$ cat src/rtl/xc_malu_long_seq.sv
// Long-latency multi-cycle ALU sequencer: single-cycle madd/msub through a
// shared external 32-bit adder, and a 32-step shift-add mmul (rs1*rs2+rs3).
module xc_malu_long_seq (
   input  logic        g_clk,
   input  logic        g_reset,
   input  logic        flush,
   input  logic        req_valid,
   output logic        req_ready,
   input  logic        op_madd,
   input  logic        op_msub,
   input  logic        op_mmul,
   input  logic [31:0] rs1,
   input  logic [31:0] rs2,
   input  logic [31:0] rs3,
   output logic        rsp_valid,
   input  logic        rsp_ready,
   output logic [63:0] rsp_result,
   output logic        busy,
   output logic [31:0] padd_lhs,
   output logic [31:0] padd_rhs,
   output logic        padd_cin,
   output logic        padd_sub,
   input  logic [31:0] padd_result,
   input  logic [31:0] padd_cout
);

   typedef enum logic [1:0] {S_IDLE, S_MUL, S_DONE} state_t;

   state_t      state_q, state_d;
   logic [63:0] acc_q;
   logic [31:0] rs2_q;
   logic [4:0]  cnt_q;
   logic [63:0] res_q;
   logic [63:0] mul_nxt;
   logic        is_msub, is_mmul, accept, last_step;

   // Only carry-out of the top bit matters; lower carries are ignored.
   logic        unused_cout;
   assign unused_cout = ^padd_cout[30:0];

   // Anything other than exactly one opcode bit falls back to madd.
   assign is_msub   = op_msub & ~op_madd & ~op_mmul;
   assign is_mmul   = op_mmul & ~op_madd & ~op_msub;

   assign req_ready = (state_q == S_IDLE) & ~g_reset & ~flush;
   assign accept    = req_valid & req_ready;
   assign last_step = (cnt_q == 5'd31);

   // One shift-add step: carry and sum become the new high word, the
   // consumed multiplier bit falls off the bottom.
   assign mul_nxt   = {padd_cout[31], padd_result, acc_q[31:1]};

   assign rsp_result = res_q;

   // State register with synchronous reset.
   always_ff @(posedge g_clk) begin
      if (g_reset) state_q <= S_IDLE;
      else         state_q <= state_d;
   end

   // Next-state logic; flush aborts from any state.
   always_comb begin
      state_d = state_q;
      case (state_q)
         S_IDLE: if (accept)    state_d = is_mmul ? S_MUL : S_DONE;
         S_MUL:  if (last_step) state_d = S_DONE;
         S_DONE: if (rsp_ready) state_d = S_IDLE;
         default:               state_d = S_IDLE;
      endcase
      if (flush) state_d = S_IDLE;
   end

   // Output logic: status flags and adder operand steering.
   always_comb begin
      busy      = (state_q != S_IDLE);
      rsp_valid = (state_q == S_DONE);
      padd_lhs  = '0;
      padd_rhs  = '0;
      padd_cin  = 1'b0;
      padd_sub  = 1'b0;
      case (state_q)
         S_IDLE: begin
            if (accept && !is_mmul) begin
               padd_lhs = rs1;
               padd_rhs = rs2;
               padd_sub = is_msub;
               padd_cin = is_msub ? ~rs3[0] : rs3[0];
            end
         end
         S_MUL: begin
            padd_lhs = acc_q[63:32];
            padd_rhs = rs2_q & {32{acc_q[0]}};
         end
         default: ;
      endcase
      if (g_reset) begin
         busy      = 1'b0;
         rsp_valid = 1'b0;
         padd_lhs  = '0;
         padd_rhs  = '0;
         padd_cin  = 1'b0;
         padd_sub  = 1'b0;
      end
   end

   // Datapath: operand capture, multiply iteration and result register.
   always_ff @(posedge g_clk) begin
      if (g_reset) begin
         acc_q <= '0;
         rs2_q <= '0;
         cnt_q <= '0;
         res_q <= '0;
      end else if (accept) begin
         if (is_mmul) begin
            acc_q <= {rs3, rs1};
            rs2_q <= rs2;
            cnt_q <= '0;
         end else if (is_msub) begin
            // High bit reports a borrow, the inverse of the adder carry.
            res_q <= {31'b0, ~padd_cout[31], padd_result};
         end else begin
            res_q <= {31'b0, padd_cout[31], padd_result};
         end
      end else if (state_q == S_MUL && !flush) begin
         acc_q <= mul_nxt;
         cnt_q <= cnt_q + 5'd1;
         if (last_step) res_q <= mul_nxt;
      end
   end

endmodule

$ cat config.mk
export PLATFORM = sky130hd
export DESIGN_NAME = xc_malu_long_seq
export DESIGN_NICKNAME = d
export VERILOG_FILES = /design/src/rtl/xc_malu_long_seq.sv
export SDC_FILE = /design/constraint.sdc
export NUM_CORES = 1
export LEC_CHECK = 0
export CAP_MARGIN = 15
export CORE_ASPECT_RATIO = 0.6
export CORE_UTILIZATION = 48
export CTS_BUF_LIST = sky130_fd_sc_hd__clkbuf_4
export DETAILED_ROUTE_END_ITERATION = 6
export DONT_BUFFER_PORTS = 1
export PLACE_DENSITY_LB_ADDON = 0.25
export SLEW_MARGIN = 25
export SYNTH_ARGS = -nofsm -noshare
export SYNTH_HDL_FRONTEND = slang
export SYNTH_SLANG_ARGS = --single-unit
$ cat constraint.sdc
create_clock -name g_clk -period 5.1 [get_ports g_clk]
set_input_delay 0.51 -clock g_clk [delete_from_list [all_inputs] [get_ports g_clk]]
set_output_delay 0.51 -clock g_clk [all_outputs]
set_load 0.01 [all_outputs]
==> Flow_metrics.wiki, run 1 <==
{| class="wikitable"
! Metric !! Value
|-
| Slew Viols, Final || 0
|-
| Crit Path Class || flip-flop to output port
|-
| RSZ-0062 raised after global routing || no
|-
| Kind of start point of the critical path || flip-flop
|-
| Number of buffers and inverters on the critical path || 0
|-
| Power density over cell area || 285 nW/um^2
|-
| Critical Path RT || 4.59 ns
|-
| Fraction of synthesized area in multiplexers || 0.128%
|-
| Transition time at the pin with the least slew margin || 1.09 ns
|-
| Total Die Area || 16800 sq um
|-
| Routability Congestion || 0.814
|-
| Area share of and/or/nand/nor cells after synthesis || 25.9%
|-
| Buffers added on ports || 0
|-
| Worst-case register-to-register setup slack || 2.41 ns
|-
| Area share of xor/xnor cells in the synthesized design || 0.225%
|-
| Detail Placement HPWL || 15.0 mm
|-
| Vias in the first global route || 6409
|-
| Post-synthesis register bit count || 167
|-
| Worst hold-check path type || primary input to flip-flop
|-
| Logic depth of the worst register-to-register path || 5
|-
| Number of gates given a new drive strength after cts || 0
|-
| Number of DRC markers in iteration 0 || 573
|-
| Yosys warning total || 0
|-
| Total power consumption of the routed design || 2.31 mW
|-
| Initial antenna violation count || 0
|-
| Cell at the slowest stage of the critical path || sky130_fd_sc_hd__nor2b_4
|-
| Result of the run || finished with violations
|-
| Setup Skew || 0.0413 ns
|-
| Unique masters post-synth || 40
|-
| Hold path depth || 2
|-
| Vert. Die Dim || 101 um
|-
| Final antenna-violating net count || 0
|-
| Vias after detailed routing || 7208
|-
| Fin nets || 1094
|-
| Period utilisation layout || 73.1%
|-
| Dominant combinational cell family by area after synthesis || simple AND/OR/NAND/NOR gates
|-
| Number of synthesized flops with an enable pin || 0
|-
| Pre-CTS worst setup slack || 2.04 ns
|-
| Worst r2r dst || acc_q[21]
|-
| Insertion delay to the later sink of the worst-skew pair || 0.55 ns
|-
| Share of the core filled with cells || 52.0%
|-
| Reg-to-reg critical path startpoint || state_q[0]
|-
| Area Overhead vs Synth || 3.88%
|-
| Number of buffers created by CTS || 17
|-
| Primary flip-flop cell chosen by synthesis mapping || sky130_fd_sc_hd__dfxtp_1
|-
| Final Hold Violating Endpoints || 0
|-
| Violated checks || DRC
|-
| Critical Path Sink Type || output port
|-
| DRC || 13
|-
| Async set or reset register ratio after synthesis || 0%
|-
| Die Wd || 167 um
|-
| Avg Cell Area, Syn || 7.92 sq um
|-
| Maximum Capacitance Violations || 0
|-
| Clock sinks || 167
|-
| Worst setup margin || 1.37 ns
|-
| Launch instance of the worst min-delay path || padd_result[7]
|-
| Register clock-pin slew on the reported worst setup and hold paths || 0.17 ns
|-
| Tot GR Track Use || 27.8%
|-
| Number of antenna diodes || 0
|-
| Remaining max-slew budget at the tightest pin || 26.9%
|-
| Crit path cell chain || nor2b_4 > and3_1 > a22o_1
|-
| Area of the core || 15600 sq um
|-
| FP Rows || 35
|-
| Setup-violating endpoint count in the final report || 0
|-
| Fraction of final layout cells with drive strength greater than 1 || 7.58%
|-
| Total grt overflow || 0
|-
| Leakage Power || 2.41 nW
|-
| Largest stage delay, worst path || 0.96 ns
|-
| Synthesized area || 7800 sq um
|-
| Largest net degree at the start of global routing || 148
|-
| Top-level port count || 301
|-
| Number of buffers on the longest clock path || 2
|-
| Global-route wire length before repair || 36.5 mm
|-
| Hold Path End || rsp_result[38]
|-
| Clock period minus worst slack || 3.73 ns
|-
| Worst Path Arrival || 3.22 ns
|-
| Worst IR Drop VDD || 164 uV
|-
| Max H-tree Level || 4
|-
| TritonCTS clock tree || built
|-
| Commonest non-fill, non-tap cell in the layout || sky130_fd_sc_hd__dfxtp_1
|-
| First-pass iteration count of the detailed router || 7
|-
| Compound-cell area share of the yosys netlist || 23.8%
|-
| Part of the Yosys area used for sequential elements || 42.9%
|-
| Crit-path leading delay family || simple AND/OR/NAND/NOR gates
|-
| Commonest non-fill, non-tap cells in the layout || sky130_fd_sc_hd__dfxtp_1 (167), sky130_fd_sc_hd__nand2_1 (161), sky130_fd_sc_hd__nor2_1 (147)
|-
| Cells after Synth || 985
|-
| Initial core utilization || 50.0%
|-
| Aggregate negative setup slack || 0 ns
|-
| Routed wire length per instance || 21.0 um
|-
| Fmax || 0.268 GHz
|-
| Syn nets || 1155
|-
| Via-to-Cell Ratio || 6.32
|-
| Overall routed net length || 23.9 mm
|-
| Adder-cell area share of the yosys netlist || 0.321%
|-
| Max FO, Critical Path || 35
|-
| Clock tree root driver cell || sky130_fd_sc_hd__clkbuf_4
|-
| Total setup buffers inserted after CTS || 0
|}
[layout make-up]
class / instances / area [sq um]
clock inverter: 15 / 158
sequential: 167 / 3340
tap: 203 / 254
clock buffer: 17 / 128
inverter: 3 / 11.3
timing repair buffer: 27 / 253
multi-input combinational: 708 / 3960
fill: 1547 / 7490
[registers in the layout, summed over array words and instances (netlist names)]
signal / count
cnt_q: 5
state_q: 2
acc_q: 64
rs2_q: 32
rsp_result: 64
[worst max path at each step]
stage / startpoint / endpoint / slack [ns] / cells past startpoint
floorplan: g_reset / padd_lhs[30] / 2.84 / 5
global placement: state_q[0] / padd_rhs[1] / 2.04 / 3
detailed placement: state_q[0] / padd_rhs[5] / 2.04 / 3
CTS: state_q[0] / padd_rhs[1] / 1.37 / 3
global route: state_q[0] / padd_rhs[1] / 1.18 / 3
finish: state_q[0] / padd_rhs[1] / 1.37 / 3
[Yosys cell counts (all sizes together) (3+ instances only)]
master / number / area [sq um]
nor3b: 5 / 47.5
dfxtp: 167 / 3340
or2: 3 / 21.3
nand2: 162 / 608
a21oi: 67 / 335
buf: 51 / 303
nor2: 147 / 552
nand3: 128 / 641
and3: 4 / 25.0
a22o: 19 / 166
a22oi: 47 / 353
clkbuf: 56 / 210
inv: 3 / 11.3
a311oi: 96 / 903
[per-layer routing]
layer,global-route usage (%),wire (um)
met1,39.0,10900
met2,41.3,10400
met3,9.58,2540
met4,5.13,137
met5,0,0
[metrics by stage]
stage	instance area [sq um]	hold WS [ns]	std cells
2_1_floorplan	7800	0.436	985
3_3_place_gp	7670	0.435	1095
3_5_place_dp	7670	0.440	1095
4_1_cts	8000	0.00685	1130
5_1_grt	8100	0.0000602	1140
6_report	8100	0.0652	1140
[where the power goes]
part           leakage [nW]  internal (mW)  switching [mW]
clock network         0.150          0.224           0.547
logic                 0.914         0.0610           0.123
registers              1.35           1.33          0.0231
[worst register-to-register path, delay by kind of cell, from the launching register on]
family,cells,cell delay [ns]
and+or+nand+nor,3,1.48
buffers and inverters,1,0.50
DFF,1,0.46
AOI/OAI and AO/OA,1,0.09
[cell families after synthesis]
logic type               after synthesis
flip-flops                           167
AO/OA/AOI/OAI                        240
multiplexers                           1
adder cells (fa/ha/maj)                2
XOR/XNOR                               2
buffers and inverters                110
AND/OR/NAND/NOR                      463
[what timing repair did]
action	4_1_cts	5_1_grt
endpoints found under the hold margin	148	10
hold buffers	3	10
setup endpoints to repair	0	0
No activity file was read; power rests on OpenSTA's default activity.
==> run 2: changes to the inputs <==
- clock period: 5.1 -> 3.67 ns (I/O delays scaled with it)
==> run 2 against run 1 <==
Effect of this change:
- routed wire length increased by 7.4%
- critical endpoint is now padd_rhs[5]
- largest cell class unchanged
- final area increased by 16%
- clock power increased by 40%
- hold slack improved by 0.0032 ns
- clock skew decreased by 0.011 ns
- critical path depth unchanged
- critical path type unchanged
- non-clock buffer count increased by 122
- the run still ends with DRC left
- via count increased by 8.9%
- count of clock-buffer cells in the layout unchanged
==> Flow_metrics.wiki, run 2 (synthesis gave the netlist of run 1 again) <==
{| class="wikitable"
! Metric !! Value
|-
| Result of the run || finished with violations
|-
| Violated checks || DRC
|-
| Insertion delay to the later sink of the worst-skew pair || 0.56 ns
|-
| Largest net degree at the start of global routing || 166
|-
| Final antenna-violating net count || 0
|-
| Filler Cells Inserted || 1422
|-
| Largest stage delay, worst path || 0.86 ns
|-
| Worst IR Drop VDD || 175 uV
|-
| Via-to-Cell Ratio || 6.22
|-
| Commonest non-fill, non-tap cells in the layout || sky130_fd_sc_hd__dfxtp_1 (167), sky130_fd_sc_hd__nand2_1 (161), sky130_fd_sc_hd__nor2_1 (147)
|-
| Commonest non-fill, non-tap cell in the layout || sky130_fd_sc_hd__dfxtp_1
|-
| Hold slack final || 0.0684 ns
|-
| Fmax || 0.303 GHz
|-
| Clock period minus worst slack || 3.30 ns
|-
| Max H-tree Level || 4
|-
| Period utilisation layout || 90.0%
|-
| Area of the core || 15600 sq um
|-
| Fin nets || 1216
|-
| Total grt overflow || 0
|-
| FF/Latch Area || 3340 sq um
|-
| Power density over cell area || 358 nW/um^2
|-
| DRC || 16
|-
| Initial antenna violation count || 0
|-
| Aggregate negative setup slack || 0 ns
|-
| Share of the core filled with cells || 60.0%
|-
| Crit path cell chain || nor2b_4 > and3_1 > a22o_1
|-
| Highest signal layer in the routed design || met4
|-
| Total setup buffers inserted after CTS || 0
|-
| Critical Path RT || 3.30 ns
|-
| Worst setup margin || 0.366 ns
|-
| Worst Path Arrival || 2.94 ns
|-
| Routed wire length on met2 || 11.6 mm
|-
| Number of antenna diodes || 0
|-
| WL met3 || 2.66 mm
|-
| Vert. Die Dim || 101 um
|-
| Number of buffers on the longest clock path || 2
|-
| Tot GR Track Use || 29.9%
|-
| Routability Congestion || 0.791
|-
| Worst hold-check path type || primary input to flip-flop
|-
| Setup-violating endpoint count in the final report || 0
|-
| Area Overhead vs Synth || 20.0%
|-
| RSZ-0062 raised after global routing || no
|-
| Total power consumption of the routed design || 3.35 mW
|-
| Total area of multi-input combinational cells || 3960 sq um
|-
| Clock tree root driver cell || sky130_fd_sc_hd__clkbuf_4
|-
| Top-level port count || 301
|-
| Number of DRC markers in iteration 0 || 676
|-
| Max FO, Critical Path || 19
|-
| Pre-CTS worst setup slack || 1.07 ns
|-
| Kind of start point of the critical path || flip-flop
|-
| Buffers added on ports || 0
|-
| TritonCTS clock tree || built
|-
| Slew Viols, Final || 0
|-
| Post-Route M1 WL || 11.3 mm
|-
| Initial core utilization || 50.0%
|-
| Crit Path Class || flip-flop to output port
|-
| Routed wire length per instance || 20.4 um
|-
| Maximum Capacitance Violations || 0
|-
| Total Die Area || 16800 sq um
|-
| Transition time at the pin with the least slew margin || 1.09 ns
|-
| Number of buffers created by CTS || 17
|-
| Critical Path Sink Type || output port
|-
| Final Hold Violating Endpoints || 0
|-
| First-pass iteration count of the detailed router || 7
|-
| FP Rows || 35
|-
| Leakage Power || 2.96 nW
|-
| Clock sinks || 167
|-
| Cell at the slowest stage of the critical path || sky130_fd_sc_hd__and3_1
|-
| Detail Placement HPWL || 15.2 mm
|-
| Vias after detailed routing || 7847
|-
| Vias in the first global route || 7274
|-
| Remaining max-slew budget at the tightest pin || 27.6%
|-
| Die Wd || 167 um
|-
| Fraction of final layout cells with drive strength greater than 1 || 6.89%
|-
| Overall routed net length || 25.7 mm
|-
| Register clock-pin slew on the reported worst setup and hold paths || 0.14 ns
|-
| Global-route wire length before repair || 39.8 mm
|-
| Setup Skew || 0.0303 ns
|}
## run 2: cell types whose count changed in the layout (fill, tap and decap cells not counted), sizes merged
| cell | delta |
|---|---|
| clkinv | +1 |
| clkinvlp | -1 |
| dlygate4sd3 | +120 |
| buf | +2 |
## run 2: critical path: cells and delay by family, from the launching register on
family / cells / cell delay [ns]
and+or+nand+nor: 2 / 1.45
DFF: 1 / 0.60
AOI/OAI and AO/OA: 1 / 0.33
## run 2: cell type report
cell class / instances / share of cell area [%]
Timing Repair Buffer: 149 / 16.2
Tap cell: 203 / 2.71
Inverter: 3 / 0.120
Sequential cell: 167 / 35.7
Clock inverter: 15 / 1.64
Clock buffer: 17 / 1.36
Multi-Input combinational cell: 708 / 42.3
## run 2: worst paths after layout
check                           startpoint           to  slack (ns)  cells past startpoint
worst max-delay path            state_q[0]  padd_rhs[5]        0.37                      3
worst min-delay path             rsp_ready   state_q[1]        0.07                      3
worst max register to register  state_q[0]    acc_q[63]        0.47                      6
worst min register to register   rs2_q[31]    rs2_q[31]        0.47                      2
## run 2: what timing repair did
item | 4_1_cts | 5_1_grt
endpoints found under the setup margin | 0 | 0
hold buffers | 134 | 0
gates resized for setup | 0 | 0
endpoints found under the hold margin | 166 | 0
## run 2: through the flow
stage | instances | instance area, sq um
floorplan | 985 | 7800
global placement | 1096 | 7700
detailed placement | 1096 | 7700
CTS | 1262 | 9360
global route | 1262 | 9360
finish | 1262 | 9360
## run 2: metal layers
metal  global-route usage, %  vias to the layer above
met5                       0                        -
li1                        -                     3667
met3                    9.74                       28
met4                    6.62                        0
met2                    46.5                      417
met1                    40.4                     3735
## run 2: power by group
group | switching [mW] | internal, mW
registers | 0.0327 | 1.85
logic | 0.224 | 0.170
clock network | 0.766 | 0.310
==> run 3: changes to the inputs <==
- CORE_UTILIZATION: 48 -> 45
- clock period: 3.67 -> 3.4 ns (I/O delays scaled with it)
==> run 3 against run 2 <==
Effect of this change:
- the run now ends clean
- critical path depth up 2
- cell count up 2.4%
- sequential share of layout area down 0.23 points
- largest power group unchanged
==> Flow_metrics.wiki, run 3 (synthesis gave the netlist of run 1 again) <==
{| class="wikitable"
! Metric !! Value
|-
| Result of the run || complete, no violations
|-
| Top-level port count || 301
|-
| Power density over cell area || 382 nW/um^2
|-
| Via-to-Cell Ratio || 6.07
|-
| Kind of start point of the critical path || flip-flop
|-
| Cell count after placement || 1123
|-
| First-pass iteration count of the detailed router || 5
|-
| Total grt overflow || 0
|-
| Vert. Die Dim || 104 um
|-
| Worst IR Drop VDD || 202 uV
|-
| Vias in the first global route || 7414
|-
| Switch share || 30.1%
|-
| Worst hold-check path type || primary input to flip-flop
|-
| Total power consumption of the routed design || 3.60 mW
|-
| Post-route insts no fill || 1292
|-
| Fraction of final layout cells with drive strength greater than 1 || 7.05%
|-
| Cell-internal power || 2.51 mW
|-
| Slew Viols, Final || 0
|-
| Initial core utilization || 47.0%
|-
| Commonest non-fill, non-tap cell in the layout || sky130_fd_sc_hd__dfxtp_1
|-
| Routed wire length per instance || 20.2 um
|-
| Register clock-pin slew on the reported worst setup and hold paths || 0.15 ns
|-
| Number of DRC markers in iteration 0 || 800
|-
| Insertion delay to the later sink of the worst-skew pair || 0.54 ns
|-
| Share of total power in sequential cells || 56.4%
|-
| Fin nets || 1221
|-
| Commonest non-fill, non-tap cells in the layout || sky130_fd_sc_hd__dfxtp_1 (167), sky130_fd_sc_hd__nand2_1 (161), sky130_fd_sc_hd__nor2_1 (147)
|-
| Fraction of power consumed by combinational cells || 12.0%
|-
| Period utilisation layout || 91.6%
|-
| Die Wd || 172 um
|-
| Critical Path RT || 3.06 ns
|-
| Clock sinks || 167
|-
| Max H-tree Level || 4
|-
| Clock Power Share || 31.6%
|-
| Vias after detailed routing || 7846
|-
| Number of buffers created by CTS || 17
|-
| Overall routed net length || 26.1 mm
|-
| Filler Cells Inserted || 1615
|-
| Remaining max-slew budget at the tightest pin || 30.2%
|-
| Buffers added on ports || 0
|-
| Crit Path Class || flip-flop to output port
|-
| Net switching power || 1.08 mW
|-
| Number of buffers on the longest clock path || 2
|-
| Critical Path Sink Type || output port
|-
| Hold slack final || 0.0885 ns
|-
| Area of the core || 16600 sq um
|-
| Worst Path Arrival || 2.78 ns
|-
| Aggregate negative setup slack || 0 ns
|-
| TritonCTS clock tree || built
|-
| Clock period minus worst slack || 3.12 ns
|-
| Maximum Capacitance Violations || 0
|-
| Total Die Area || 17900 sq um
|-
| Initial antenna violation count || 0
|-
| Fmax || 0.321 GHz
|-
| Max FO, Critical Path || 34
|-
| RSZ-0062 raised after global routing || no
|-
| Clock tree root driver cell || sky130_fd_sc_hd__clkbuf_4
|-
| Share of the core filled with cells || 56.8%
|-
| DRC || 0
|-
| Setup Skew || 0.0381 ns
|-
| Final Hold Violating Endpoints || 0
|-
| Total area of multi-input combinational cells || 3960 sq um
|-
| Setup-violating endpoint count in the final report || 0
|-
| Tot GR Track Use || 28.4%
|-
| Area Overhead vs Synth || 20.8%
|-
| Leakage Power || 2.97 nW
|-
| Routability Congestion || 0.782
|-
| Number of antenna diodes || 0
|-
| Largest net degree at the start of global routing || 166
|-
| FF/Latch Area || 3340 sq um
|-
| Global-route wire length before repair || 40.3 mm
|-
| Final antenna-violating net count || 0
|-
| Transition time at the pin with the least slew margin || 1.05 ns
|-
| FP Rows || 36
|-
| Number of gates given a new drive strength after cts || 0
|-
| Detail Placement HPWL || 15.4 mm
|}
## run 3: path summary, 6_finish.rpt
check,endpoint,startpoint,cells after the start,slack (ns)
hold reg to reg,rs2_q[23],rs2_q[23],2,0.47
setup reg to reg,acc_q[39],state_q[0],6,0.58
hold / removal,rsp_result[32],padd_result[1],3,0.09
setup / recovery,padd_rhs[16],state_q[0],5,0.28
## run 3: critical path: stages (launching register included)
cell and delay [ns]:
sky130_fd_sc_hd__dfxtp_1 0.59, sky130_fd_sc_hd__nor2b_4 0.22, sky130_fd_sc_hd__buf_4 0.44, sky130_fd_sc_hd__and2_1 0.58, sky130_fd_sc_hd__a22oi_1 0.18, sky130_fd_sc_hd__nor2_1 0.24
## run 3: area by class of cell
cell class              count  area share [%]
multi-input cells         708            42.0
flip-flops and latches    167            35.5
repair buffers            154            16.5
well taps                 228            3.03
clock buffers              18            1.43
clock inverters            14            1.39
inverters                   3           0.120
## run 3: through the flow
| stage | cell area, sq um | setup slack, ns |
|---|---|---|
| after floorplan | 7800 | 1.41 |
| after global placement | 7750 | 1.03 |
| after detailed placement | 7750 | 0.997 |
| after CTS | 9400 | 0.386 |
| after global routing | 9420 | 0.116 |
| final | 9420 | 0.284 |
## run 3: layer usage
layer / wire, um / track usage (%)
met1: 11800 / 39.1
met3: 2430 / 8.18
met2: 11500 / 43.0
met4: 318 / 7.52
met5: 0 / 0
## run 3: power groups by stage
stage,Clock (mW),Combinational (mW),Sequential [mW]
after floorplan,0,0.233,2.06
after global placement,0,0.228,2.07
after detailed placement,0,0.230,2.07
after CTS,1.16,0.424,2.03
after global routing,1.25,0.466,2.03
final,1.14,0.432,2.03
## run 3: what timing repair did
item | in CTS | in global routing
endpoints found under the hold margin | 167 | 1
hold buffers | 135 | 2
buffers inserted | 0 | 0
